**config.mk**
```make
export PLATFORM = sky130hd
export DESIGN_NAME = player_bullet_flat
export DESIGN_NICKNAME = d
export VERILOG_FILES = /design/src/rtl/si_pkg.sv /design/src/rtl/player_bullet_if.sv /design/src/rtl/frame_tick_gen.sv /design/src/rtl/player_bullet.sv /design/src/flat_wrapper.sv
export SDC_FILE = /design/constraint.sdc
export NUM_CORES = 1
export LEC_CHECK = 0
export ABC_AREA = 1
export CAP_MARGIN = 20
export CORE_ASPECT_RATIO = 1.1
export CORE_UTILIZATION = 57
export DETAILED_ROUTE_END_ITERATION = 10
export PLACE_DENSITY = 0.87
export SYNTH_ARGS = -nofsm -noshare
export SYNTH_HDL_FRONTEND = slang
export SYNTH_SLANG_ARGS = --single-unit
```
**constraint.sdc**
```tcl
create_clock -name Clk -period 3.55 [get_ports Clk]
set_input_delay 0.8875 -clock Clk [delete_from_list [all_inputs] [get_ports Clk]]
set_output_delay 0.8875 -clock Clk [all_outputs]
set_load 0.03 [all_outputs]
```
**src/rtl/si_pkg.sv**
```systemverilog
// Shared constants and types for the shooter game blocks.
package si_pkg;

  localparam int unsigned SCREEN_W = 640;
  localparam int unsigned SCREEN_H = 480;

  // Player sprite width, used to centre anything launched from the player.
  localparam int unsigned PLAYER_W = 32;

  // USB HID keycode for the space bar.
  localparam logic [7:0] FIRE_KEY = 8'h2C;

  typedef enum logic [1:0] {
    IDLE,
    FLYING,
    COOLDOWN
  } bullet_state_t;

endpackage

```
**src/rtl/player_bullet_if.sv**
```systemverilog
// Signal bundle between the game logic and the player bullet block.
interface player_bullet_if;

  logic       vs;
  logic [7:0] keycode;
  logic       is_playing;
  logic [9:0] player_x;
  logic       hit;
  logic [9:0] DrawX;
  logic [9:0] DrawY;
  logic [9:0] bullet_x;
  logic [9:0] bullet_y;
  logic       bullet_active;
  logic       bullet_on;
  logic       shot_done;
  logic       shot_hit;

  modport master (
    output vs, keycode, is_playing, player_x, hit, DrawX, DrawY,
    input  bullet_x, bullet_y, bullet_active, bullet_on, shot_done, shot_hit
  );

  modport slave (
    input  vs, keycode, is_playing, player_x, hit, DrawX, DrawY,
    output bullet_x, bullet_y, bullet_active, bullet_on, shot_done, shot_hit
  );

endinterface

```
**src/rtl/frame_tick_gen.sv**
```systemverilog
// One-cycle pulse on each rising edge of the (already synchronous) vertical sync.
module frame_tick_gen (
  input  logic Clk,
  input  logic Reset,
  input  logic vs,
  output logic tick
);

  logic vs_q;

  // Remember last vs level for edge detection.
  always_ff @(posedge Clk or posedge Reset) begin
    if (Reset) vs_q <= 1'b0;
    else       vs_q <= vs;
  end

  assign tick = vs & ~vs_q;

endmodule

```
**src/rtl/player_bullet.sv**
```systemverilog
// Player projectile: fire latch, spawn above the player, per-frame climb,
// retire on hit or screen top, then a frame-counted cooldown before re-arm.
module player_bullet #(
  parameter int unsigned BULLET_W        = 2,
  parameter int unsigned BULLET_H        = 8,
  parameter int unsigned PLAYER_W        = si_pkg::PLAYER_W,
  parameter int unsigned SPAWN_Y         = 440,
  parameter int unsigned SPEED           = 4,
  parameter int unsigned COOLDOWN_FRAMES = 8,
  parameter logic [7:0]  FIRE_KEY        = si_pkg::FIRE_KEY
) (
  input logic           Clk,
  input logic           Reset,
  player_bullet_if.slave bus
);

  import si_pkg::*;

  localparam logic [10:0] X_MAX = 11'(SCREEN_W - BULLET_W);

  logic          tick;
  logic [7:0]    key_q;
  logic          key_edge, fire_req;
  logic          fire_q, fire_d;
  bullet_state_t state_q, state_d;
  logic [9:0]    bx_q, bx_d, by_q, by_d;
  logic [7:0]    cnt_q, cnt_d;
  logic          active_q;
  logic          done_q, done_d, shit_q, shit_d;
  logic [10:0]   spawn_sum, spawn_x;
  logic [10:0]   dx, dy, bx_w, by_w;

  frame_tick_gen u_tick (
    .Clk   (Clk),
    .Reset (Reset),
    .vs    (bus.vs),
    .tick  (tick)
  );

  assign key_edge = (bus.keycode == FIRE_KEY) && (key_q != FIRE_KEY);
  // A press landing on the tick cycle itself still counts.
  assign fire_req = fire_q | key_edge;

  // Centre over the player, keep the whole bullet on screen.
  assign spawn_sum = {1'b0, bus.player_x} + 11'(PLAYER_W / 2) - 11'(BULLET_W / 2);
  assign spawn_x   = (spawn_sum > X_MAX) ? X_MAX : spawn_sum;

  // Next-state logic; leaving play overrides hit and tick.
  always_comb begin
    state_d = state_q;
    bx_d    = bx_q;
    by_d    = by_q;
    cnt_d   = cnt_q;
    done_d  = 1'b0;
    shit_d  = 1'b0;
    fire_d  = tick ? 1'b0 : fire_req;

    if (!bus.is_playing) begin
      state_d = IDLE;
      cnt_d   = '0;
      fire_d  = 1'b0;
    end else begin
      unique case (state_q)
        IDLE: begin
          if (tick && fire_req) begin
            state_d = FLYING;
            bx_d    = spawn_x[9:0];
            by_d    = 10'(SPAWN_Y);
          end
        end
        FLYING: begin
          if (bus.hit) begin
            state_d = COOLDOWN;
            cnt_d   = 8'(COOLDOWN_FRAMES);
            done_d  = 1'b1;
            shit_d  = 1'b1;
          end else if (tick) begin
            if (by_q < 10'(SPEED)) begin
              state_d = COOLDOWN;
              cnt_d   = 8'(COOLDOWN_FRAMES);
              done_d  = 1'b1;
            end else begin
              by_d = by_q - 10'(SPEED);
            end
          end
        end
        COOLDOWN: begin
          // A zero count re-arms on the first tick, same as a count of one.
          if (tick) begin
            if (cnt_q <= 8'd1) begin
              state_d = IDLE;
              cnt_d   = '0;
            end else begin
              cnt_d = cnt_q - 8'd1;
            end
          end
        end
        default: state_d = IDLE;
      endcase
    end
  end

  // State and registered outputs.
  always_ff @(posedge Clk or posedge Reset) begin
    if (Reset) begin
      state_q  <= IDLE;
      bx_q     <= '0;
      by_q     <= '0;
      cnt_q    <= '0;
      fire_q   <= 1'b0;
      key_q    <= '0;
      active_q <= 1'b0;
      done_q   <= 1'b0;
      shit_q   <= 1'b0;
    end else begin
      state_q  <= state_d;
      bx_q     <= bx_d;
      by_q     <= by_d;
      cnt_q    <= cnt_d;
      fire_q   <= fire_d;
      key_q    <= bus.keycode;
      active_q <= (state_d == FLYING);
      done_q   <= done_d;
      shit_q   <= shit_d;
    end
  end

  assign dx   = {1'b0, bus.DrawX};
  assign dy   = {1'b0, bus.DrawY};
  assign bx_w = {1'b0, bx_q};
  assign by_w = {1'b0, by_q};

  assign bus.bullet_x      = bx_q;
  assign bus.bullet_y      = by_q;
  assign bus.bullet_active = active_q;
  assign bus.shot_done     = done_q;
  assign bus.shot_hit      = shit_q;
  assign bus.bullet_on     = active_q
                             && (dx >= bx_w) && (dx < bx_w + 11'(BULLET_W))
                             && (dy >= by_w) && (dy < by_w + 11'(BULLET_H));

endmodule

```
**src/flat_wrapper.sv**
```systemverilog
// flat-port wrapper written by rule: the top's interface ports become plain ports
module player_bullet_flat import si_pkg::*;
#(
  parameter int unsigned BULLET_W        = 2,
  parameter int unsigned BULLET_H        = 8,
  parameter int unsigned PLAYER_W        = si_pkg::PLAYER_W,
  parameter int unsigned SPAWN_Y         = 440,
  parameter int unsigned SPEED           = 4,
  parameter int unsigned COOLDOWN_FRAMES = 8,
  parameter logic [7:0]  FIRE_KEY        = si_pkg::FIRE_KEY
)
  (Clk, Reset, bus_vs, bus_keycode, bus_is_playing, bus_player_x, bus_hit, bus_DrawX, bus_DrawY, bus_bullet_x, bus_bullet_y, bus_bullet_active, bus_bullet_on, bus_shot_done, bus_shot_hit);
  player_bullet_if bus_i ();
  input logic Clk;
  input logic Reset;
  input wire logic [$bits(bus_i.vs)-1:0] bus_vs;
  input wire logic [$bits(bus_i.keycode)-1:0] bus_keycode;
  input wire logic [$bits(bus_i.is_playing)-1:0] bus_is_playing;
  input wire logic [$bits(bus_i.player_x)-1:0] bus_player_x;
  input wire logic [$bits(bus_i.hit)-1:0] bus_hit;
  input wire logic [$bits(bus_i.DrawX)-1:0] bus_DrawX;
  input wire logic [$bits(bus_i.DrawY)-1:0] bus_DrawY;
  output wire logic [$bits(bus_i.bullet_x)-1:0] bus_bullet_x;
  output wire logic [$bits(bus_i.bullet_y)-1:0] bus_bullet_y;
  output wire logic [$bits(bus_i.bullet_active)-1:0] bus_bullet_active;
  output wire logic [$bits(bus_i.bullet_on)-1:0] bus_bullet_on;
  output wire logic [$bits(bus_i.shot_done)-1:0] bus_shot_done;
  output wire logic [$bits(bus_i.shot_hit)-1:0] bus_shot_hit;
  assign bus_i.vs = bus_vs;
  assign bus_i.keycode = bus_keycode;
  assign bus_i.is_playing = bus_is_playing;
  assign bus_i.player_x = bus_player_x;
  assign bus_i.hit = bus_hit;
  assign bus_i.DrawX = bus_DrawX;
  assign bus_i.DrawY = bus_DrawY;
  assign bus_bullet_x = bus_i.bullet_x;
  assign bus_bullet_y = bus_i.bullet_y;
  assign bus_bullet_active = bus_i.bullet_active;
  assign bus_bullet_on = bus_i.bullet_on;
  assign bus_shot_done = bus_i.shot_done;
  assign bus_shot_hit = bus_i.shot_hit;
  player_bullet #(.BULLET_W(BULLET_W), .BULLET_H(BULLET_H), .PLAYER_W(PLAYER_W), .SPAWN_Y(SPAWN_Y), .SPEED(SPEED), .COOLDOWN_FRAMES(COOLDOWN_FRAMES), .FIRE_KEY(FIRE_KEY)) u_core (.Clk(Clk), .Reset(Reset), .bus(bus_i));
endmodule
```
==> results.py, run 1 <==
metrics = {
    "route": {
        "firstDrtPassIters": 4,
        "antenna_violating_nets_left": 0,
        "route.final.wire_length_um": 7710,
        "remaining_drc_errors": 0,
        "wl_per_cell_um": 12.7,
        "drtIter0Drc": 96,
        "drt_via_density": 5.21,
        "routed-via-count": 3175,
    },
    "die": {
        "row_count": 29,
        "fp.dieW_um": 76,
        "die_area_um2": 6340,
        "ios": 67,
        "initial_utilization_pct": 59.1,
        "floorplan.core_area_um2": 5810,
        "die_ht_um": 83.4,
    },
    "timing": {
        "setup_ws_ns": 0.123,
        "timing.slew.headroom_pct": 64.3,
        "final-max-slew-violation-count": 0,
        "finalHoldViolCount": 0,
        "setup_viol_count_final": 0,
        "worst-slew-pin-transition_ns": 0.533,
        "max_freq_ghz": 0.292,
        "final_hold_slack_ns": 0.526,
        "finalCriticalPeriod_ns": 3.43,
        "worst_clock_skew_on_the_final_layout_ns": 0.00885,
        "totalNegativeSetupSlack_ns": 0,
        "timing.final.crit_share_pct": 96.5,
    },
    "pwr": {
        "p_int_w": 0.000959,
        "switchingPower_w": 0.000510,
        "switching_portion_of_total_power_pct": 34.7,
        "vdd_drop_max_mv": 0.337,
        "power.density_cell_area_nw_per_um2": 338,
        "leakagePower_nw": 2.21,
        "total_power_w": 0.00147,
        "power.share.combinational_pct": 37.5,
        "share_clk_of_total_power_pct": 26.3,
        "sequentialPowerShare_pct": 36.2,
    },
    "setup_path": {
        "setup.worst_path.end_class": "output port",
        "worst_ep_required_time_ns": 2.66,
        "critical_path.slowest_cell": "sky130_fd_sc_hd__dfrtp_1",
        "worstPathCellList": "ha_1 -> nand2_1 -> nor2_1 -> nand3_2 -> nor3_2 -> xor2_1 -> ha_1 -> nand3_1 -> nor2_1 -> nor2_1 -> nand4_1 -> nor2_1 -> buf_4",
        "cp_slowest_stage_delay_ns": 0.39,
        "worstSetupPathType": "flop to output port",
        "critPathMostFrequentCell": "sky130_fd_sc_hd__nor2_1",
        "path_max_fanout": 4,
        "rrSetupSlack_ns": 1.50,
        "crit_arrival_ns": 2.54,
        "crit_path_start_kind": "flop",
    },
    "global_route": {
        "global_route.overflow_total": 0,
        "first_global_vias": 3065,
        "antenna_found_initial": 0,
        "grt_first_pass_wirelength_um": 12800,
        "grt.total_usage_pct": 24.5,
        "largest_net_degree_at_the_start_of_global_routing": 42,
    },
    "finish": {
        "finalInstanceArea_um2": 4340,
        "layout.filler_cells": 440,
        "fraction_of_final_layout_cells_sized_beyond_drive_strength_1_pct": 8.83,
        "syn2layout_area_growth_pct": 26.5,
        "antenna_cells": 0,
        "finalNetCount": 617,
    },
    "yosys": {
        "syn_area_per_cell_um2": 7.45,
        "cell_taking_the_most_area_after_synthesis": "sky130_fd_sc_hd__dfrtp_1",
        "synth-main-ff-cell": "sky130_fd_sc_hd__dfrtp_1",
        "synth_commonest_cells": "97 x sky130_fd_sc_hd__nand2_1, 72 x sky130_fd_sc_hd__inv_1, 47 x sky130_fd_sc_hd__nor2_1, 43 x sky130_fd_sc_hd__ha_1, 41 x sky130_fd_sc_hd__dfrtp_1",
        "synthesis.yosys.warnings": 0,
        "post-synth-top-count-cell": "sky130_fd_sc_hd__nand2_1",
        "synth_edf_count": 0,
        "postSynth.asyncResetShare_pct": 100,
        "count_of_mapped_cells_out_of_synthesis": 461,
        "synth.ff_latch_count": 41,
        "synth_top_area_share_pct": 29.9,
        "synth_cell_types": 40,
        "synth.top_cells.by_area": "sky130_fd_sc_hd__dfrtp_1 30%, sky130_fd_sc_hd__ha_1 16%, sky130_fd_sc_hd__nand2_1 11%",
        "ys_seq_area_share_pct": 29.9,
        "synth.cell_area_um2": 3430,
    },
    "clock_network": {
        "path_clk_slew_ns": 0.08,
        "clock_sink_total": 41,
        "tritoncts_clock_tree": "done",
        "ctsHoldBuffers": 0,
        "cts_root_buf": "sky130_fd_sc_hd__clkbuf_8",
        "clkLatencyLatePin_ns": 0.29,
        "htree_num_levels": 2,
        "cts_buffers": 5,
        "cts-root-to-sink-buffers": 2,
    },
    "placement": {
        "place.detailed.hpwl_um": 5910,
        "count_of_input_and_output_buffers": 62,
        "gp_congestion": 0.878,
        "detailed_place.area_um2": 4110,
        "placement.setup.worst_slack_ns": 0.107,
    },
    "flow_run": {
        "max_cap_viol_count": 0,
    },
    "outcome": {
        "result_of_the_run": "complete, no violations",
    },
    "hold_path": {
        "hold_path_class": "flop to flop",
    },
}
## cell type report
type | count | area, um2 | share of cell area, %
Multi-Input combinational cell | 342 | 2160 | 49.8
Sequential cell | 41 | 1030 | 23.7
Timing Repair Buffer | 68 | 666 | 15.3
Inverter | 73 | 274 | 6.31
Tap cell | 77 | 96.3 | 2.22
Clock buffer | 7 | 86.3 | 1.99
Clock inverter | 1 | 30.0 | 0.691
## worst max-delay path: cells and delay by family, from the launching register on
| kind | cells | cell delay, ns |
|---|---|---|
| xor+xnor | 1 | 0.17 |
| flops | 1 | 0.39 |
| simple gates | 9 | 1.05 |
| fa+ha+maj | 2 | 0.46 |
| buf+inv | 1 | 0.17 |
## flip-flops by register name (all words and copies together), names as in the netlist
signal,count
u_core.key_q,8
u_core.bus.bullet_x,10
u_core.u_tick.vs_q,1
u_core.state_q,2
u_core.fire_q,1
u_core.cnt_q,8
u_core.bus.bullet_active,1
u_core.bus.shot_done,1
u_core.bus.bullet_y,8
u_core.bus.shot_hit,1
## routing by layer
| metal | global-route usage (%) | share of wire (%) |
|---|---|---|
| met5 | 0 | 0 |
| met2 | 46.3 | 52 |
| met3 | 3.74 | 3.3 |
| met1 | 28.3 | 43 |
| met4 | 6.99 | 1.6 |
## placed cells by master (no fill, tap or decap), types with 3 or more instances in the layout
cell,netlist,layout
sky130_fd_sc_hd__a21oi_1,19,18
sky130_fd_sc_hd__buf_4,2,7
sky130_fd_sc_hd__clkbuf_8,0,6
sky130_fd_sc_hd__clkdlybuf4s50_1,0,60
sky130_fd_sc_hd__dfrtp_1,41,40
sky130_fd_sc_hd__ha_1,43,40
sky130_fd_sc_hd__ha_4,0,3
sky130_fd_sc_hd__inv_1,72,72
sky130_fd_sc_hd__nand2_1,97,97
sky130_fd_sc_hd__nand3_1,36,34
sky130_fd_sc_hd__nand3_2,3,5
sky130_fd_sc_hd__nand3b_1,4,4
sky130_fd_sc_hd__nand4_1,8,8
sky130_fd_sc_hd__nor2_1,47,46
sky130_fd_sc_hd__nor3_1,11,10
sky130_fd_sc_hd__nor3_4,1,3
sky130_fd_sc_hd__o21ai_0,12,11
sky130_fd_sc_hd__o21ai_1,9,9
sky130_fd_sc_hd__o21ai_2,2,3
sky130_fd_sc_hd__or2_2,5,5
sky130_fd_sc_hd__xnor2_1,5,5
sky130_fd_sc_hd__xor2_1,16,15
## stage by stage
stage	util, %	instances
detailed placement	70.8	597
CTS	72.8	605
finish	74.8	609
floorplan	-	462
global route	74.8	609
global placement	70.8	597
## timing repair
action                     CTS  global route
setup endpoints to repair    0             1
resized for setup            0            15
buffers inserted             0             4
## worst paths after layout
path	to	start	cells past startpoint
setup / recovery	bus_bullet_on	u_core.bus.bullet_x[1]	13
hold / removal	u_core.state_q[0]	u_core.state_q[0]	1
setup reg to reg	u_core.cnt_q[5]	u_core.bus.bullet_y[3]	10
hold reg to reg	u_core.state_q[0]	u_core.state_q[0]	1
max in group asynchronous	u_core.bus.bullet_y[3]	Reset	3
min in group asynchronous	u_core.bus.shot_done	Reset	3
## cell families (layout without fill, tap and decap cells)
family | Yosys count | after routing | share of synthesized area, %
AND/OR/NAND/NOR | 224 | 224 | 30.5
buffers and inverters | 79 | 149 | 9.62
AO/OA/AOI/OAI | 52 | 52 | 8.86
adder cells (fa/ha/maj) | 43 | 43 | 15.7
flip-flops | 41 | 41 | 29.9
XOR/XNOR | 21 | 21 | 5.36
other | 1 | 2 | 0.109
## power groups by stage
stage                     logic, W  clock network [W]  registers, W
after CTS                 0.000519           0.000389      0.000530
final                     0.000551           0.000386      0.000531
after floorplan           0.000308                  0      0.000573
after detailed placement  0.000515                  0      0.000539
after global routing      0.000616           0.000411      0.000536
after global placement    0.000489                  0      0.000537
(Power assumes the default switching activity.)
==> run 2: changes to the inputs <==
--- a/config.mk
+++ b/config.mk
@@ -9,7 +9,9 @@
 export CAP_MARGIN = 20
 export CORE_ASPECT_RATIO = 1.1
 export CORE_UTILIZATION = 57
+export CTS_CLUSTER_SIZE = 8
 export DETAILED_ROUTE_END_ITERATION = 10
+export HOLD_SLACK_MARGIN = 0.06
 export PLACE_DENSITY = 0.87
 export SYNTH_ARGS = -nofsm -noshare
 export SYNTH_HDL_FRONTEND = slang
==> results of run 2 <==
Final layout, timing and power as in run 1 (identical DEF).
==> run 3: changes to the inputs <==
--- a/config.mk
+++ b/config.mk
@@ -13,6 +13,7 @@
 export DETAILED_ROUTE_END_ITERATION = 10
 export HOLD_SLACK_MARGIN = 0.06
 export PLACE_DENSITY = 0.87
+export REMOVE_ABC_BUFFERS = 1
 export SYNTH_ARGS = -nofsm -noshare
 export SYNTH_HDL_FRONTEND = slang
 export SYNTH_SLANG_ARGS = --single-unit
==> run 3 against run 2 <==
  * Clock skew up 0.0044 ns
  * Worst setup slack better by 0.031 ns
  * Via count grew 0.82%
  * Utilization fell by 1.2 points
  * Non-clock buffer count fell by 2
  * Cell count shrank 0.33%
  * Cell area is 1.6% lower
  * Global-route usage rose by 0.34 points
  * Die area did not move
==> results.py, run 3 (synthesized netlist as in run 1, its figures left out) <==
metrics = {
    "setup_path": {
        "rrSetupSlack_ns": 1.53,
        "reg2regPathDepth": 10,
        "worst-path-buf-inv": 2,
        "worst_ep_required_time_ns": 2.66,
        "critical_path.slowest_cell": "sky130_fd_sc_hd__clkdlybuf4s50_1",
        "critPathLaunch": "bus_DrawX[4]",
        "setup.worst_path.end_class": "output port",
        "path_max_fanout": 2,
        "worstPathCellList": "clkdlybuf4s50_1 -> ha_1 -> a21oi_1 -> nor3_1 -> nor3_1 -> nor2_1 -> nor2_1 -> nand4_1 -> nor2_1 -> buf_4",
        "cp_slowest_stage_delay_ns": 0.44,
        "endpoint": "bus_bullet_on",
        "critical_path.reg2reg.startpoint": "u_core.bus.bullet_y[3]",
        "crit_path_start_kind": "input port",
        "worstSetupPathType": "input port to output port",
        "critPathMostFrequentCell": "sky130_fd_sc_hd__nor2_1",
        "cp_top_family": "buffers and inverters",
        "crit_arrival_ns": 2.51,
        "worst_r2r_endpoint": "u_core.cnt_q[4]",
        "cp.depth": 10,
    },
    "global_route": {
        "first_global_vias": 3046,
        "largest_net_degree_at_the_start_of_global_routing": 42,
        "global_route.overflow_total": 0,
        "grt.total_usage_pct": 24.8,
        "antenna_found_initial": 0,
        "grt_first_pass_wirelength_um": 13000,
    },
    "die": {
        "initial_utilization_pct": 59.1,
        "ios": 67,
        "die_area_um2": 6340,
        "die_ht_um": 83.4,
        "floorplan.core_area_um2": 5810,
        "row_count": 29,
        "fp.dieW_um": 76,
    },
    "flow_run": {
        "max_cap_viol_count": 0,
    },
    "timing": {
        "setup_viol_count_final": 0,
        "final_hold_slack_ns": 0.537,
        "worst_clock_skew_on_the_final_layout_ns": 0.0133,
        "grt_setup_unrepaired": "no",
        "totalNegativeSetupSlack_ns": 0,
        "final-max-slew-violation-count": 0,
        "timing.final.crit_share_pct": 95.7,
        "finalHoldViolCount": 0,
        "max_freq_ghz": 0.294,
        "finalCriticalPeriod_ns": 3.40,
    },
    "finish": {
        "mostFrequentLayoutCell": "sky130_fd_sc_hd__nand2_1",
        "syn2layout_area_growth_pct": 24.5,
        "layout.filler_cells": 441,
        "fraction_of_final_layout_cells_sized_beyond_drive_strength_1_pct": 7.55,
        "antenna_cells": 0,
        "finalNetCount": 615,
        "mostFrequentLayoutCells": "97 x sky130_fd_sc_hd__nand2_1, 72 x sky130_fd_sc_hd__inv_1, 61 x sky130_fd_sc_hd__clkdlybuf4s50_1",
        "utilization_pct": 73.6,
        "finalInstanceArea_um2": 4280,
        "largest_register_ffs": 10,
    },
    "clock_network": {
        "clkLatencyLatePin_ns": 0.30,
        "htree_num_levels": 2,
        "clock_sink_total": 41,
        "cts_buffers": 5,
        "cts-root-to-sink-buffers": 2,
        "path_clk_slew_ns": 0.07,
        "tritoncts_clock_tree": "done",
        "cts_root_buf": "sky130_fd_sc_hd__clkbuf_8",
    },
    "pwr": {
        "vdd_drop_max_mv": 0.337,
        "leakagePower_nw": 2.19,
        "power.density_cell_area_nw_per_um2": 339,
    },
    "placement": {
        "gp_congestion": 0.865,
        "detailed_place.area_um2": 4110,
        "place.detailed.hpwl_um": 5880,
        "count_of_input_and_output_buffers": 62,
    },
    "hold_path": {
        "hold_path_class": "flop to flop",
        "min_from": "u_core.state_q[0]",
    },
    "route": {
        "drt_via_density": 5.27,
        "antenna_violating_nets_left": 0,
        "drtIter0Drc": 159,
        "route.final.wire_length_um": 7530,
        "routed-via-count": 3201,
        "remaining_drc_errors": 0,
        "wl_per_cell_um": 12.4,
        "firstDrtPassIters": 4,
    },
    "outcome": {
        "result_of_the_run": "complete, no violations",
    },
}
run 3: cell type report:
cell class / count / area (um2) / share of cell area (%)
sequential: 41 / 1030 / 24.0
timing repair buffer: 66 / 648 / 15.2
clock buffer: 7 / 86.3 / 2.02
clock inverter: 1 / 30.0 / 0.702
inverter: 73 / 274 / 6.41
multi-input combinational: 342 / 2110 / 49.4
tap: 77 / 96.3 / 2.25
run 3: how the worst min path moves through the flow:
stage	endpoint	slack, ns	cells past startpoint
4_1_cts	u_core.bus.bullet_active	0.54	1
5_1_grt	u_core.state_q[0]	0.57	1
3_3_place_gp	u_core.state_q[0]	0.50	1
3_5_place_dp	u_core.bus.bullet_active	0.52	1
6_report	u_core.state_q[0]	0.54	1
2_1_floorplan	u_core.bus.bullet_active	0.48	1
run 3: stage by stage:
stage | instances | power [W] | worst slack [ns]
2_1_floorplan | 456 | 0.000873 | 0.295
3_3_place_gp | 597 | 0.00103 | 0.177
3_5_place_dp | 597 | 0.00105 | 0.163
4_1_cts | 605 | 0.00144 | 0.0866
5_1_grt | 607 | 0.00155 | 0.0161
6_report | 607 | 0.00145 | 0.154
run 3: layer usage:
metal / GRT usage, % / vias up / part of all wire (%)
met2: 45.0 / 87 / 51
li1: - / 1629 / -
met4: 7.17 / 0 / 1.5
met5: 0 / - / 0
met3: 3.74 / 14 / 4.0
met1: 30.4 / 1471 / 43
run 3: what timing repair did:
item                       in CTS  in global routing
hold buffers                    0                  0
resized for setup               0                  9
setup buffers                   0                  2
setup endpoints to repair       0                  1
run 3: report_power, final:
| group | switching [W] | leakage (nW) | internal, W |
|---|---|---|---|
| clock | 0.000155 | 0.0585 | 0.000229 |
| combinational | 0.000305 | 1.64 | 0.000227 |
| sequential | 0.0000379 | 0.492 | 0.000494 |
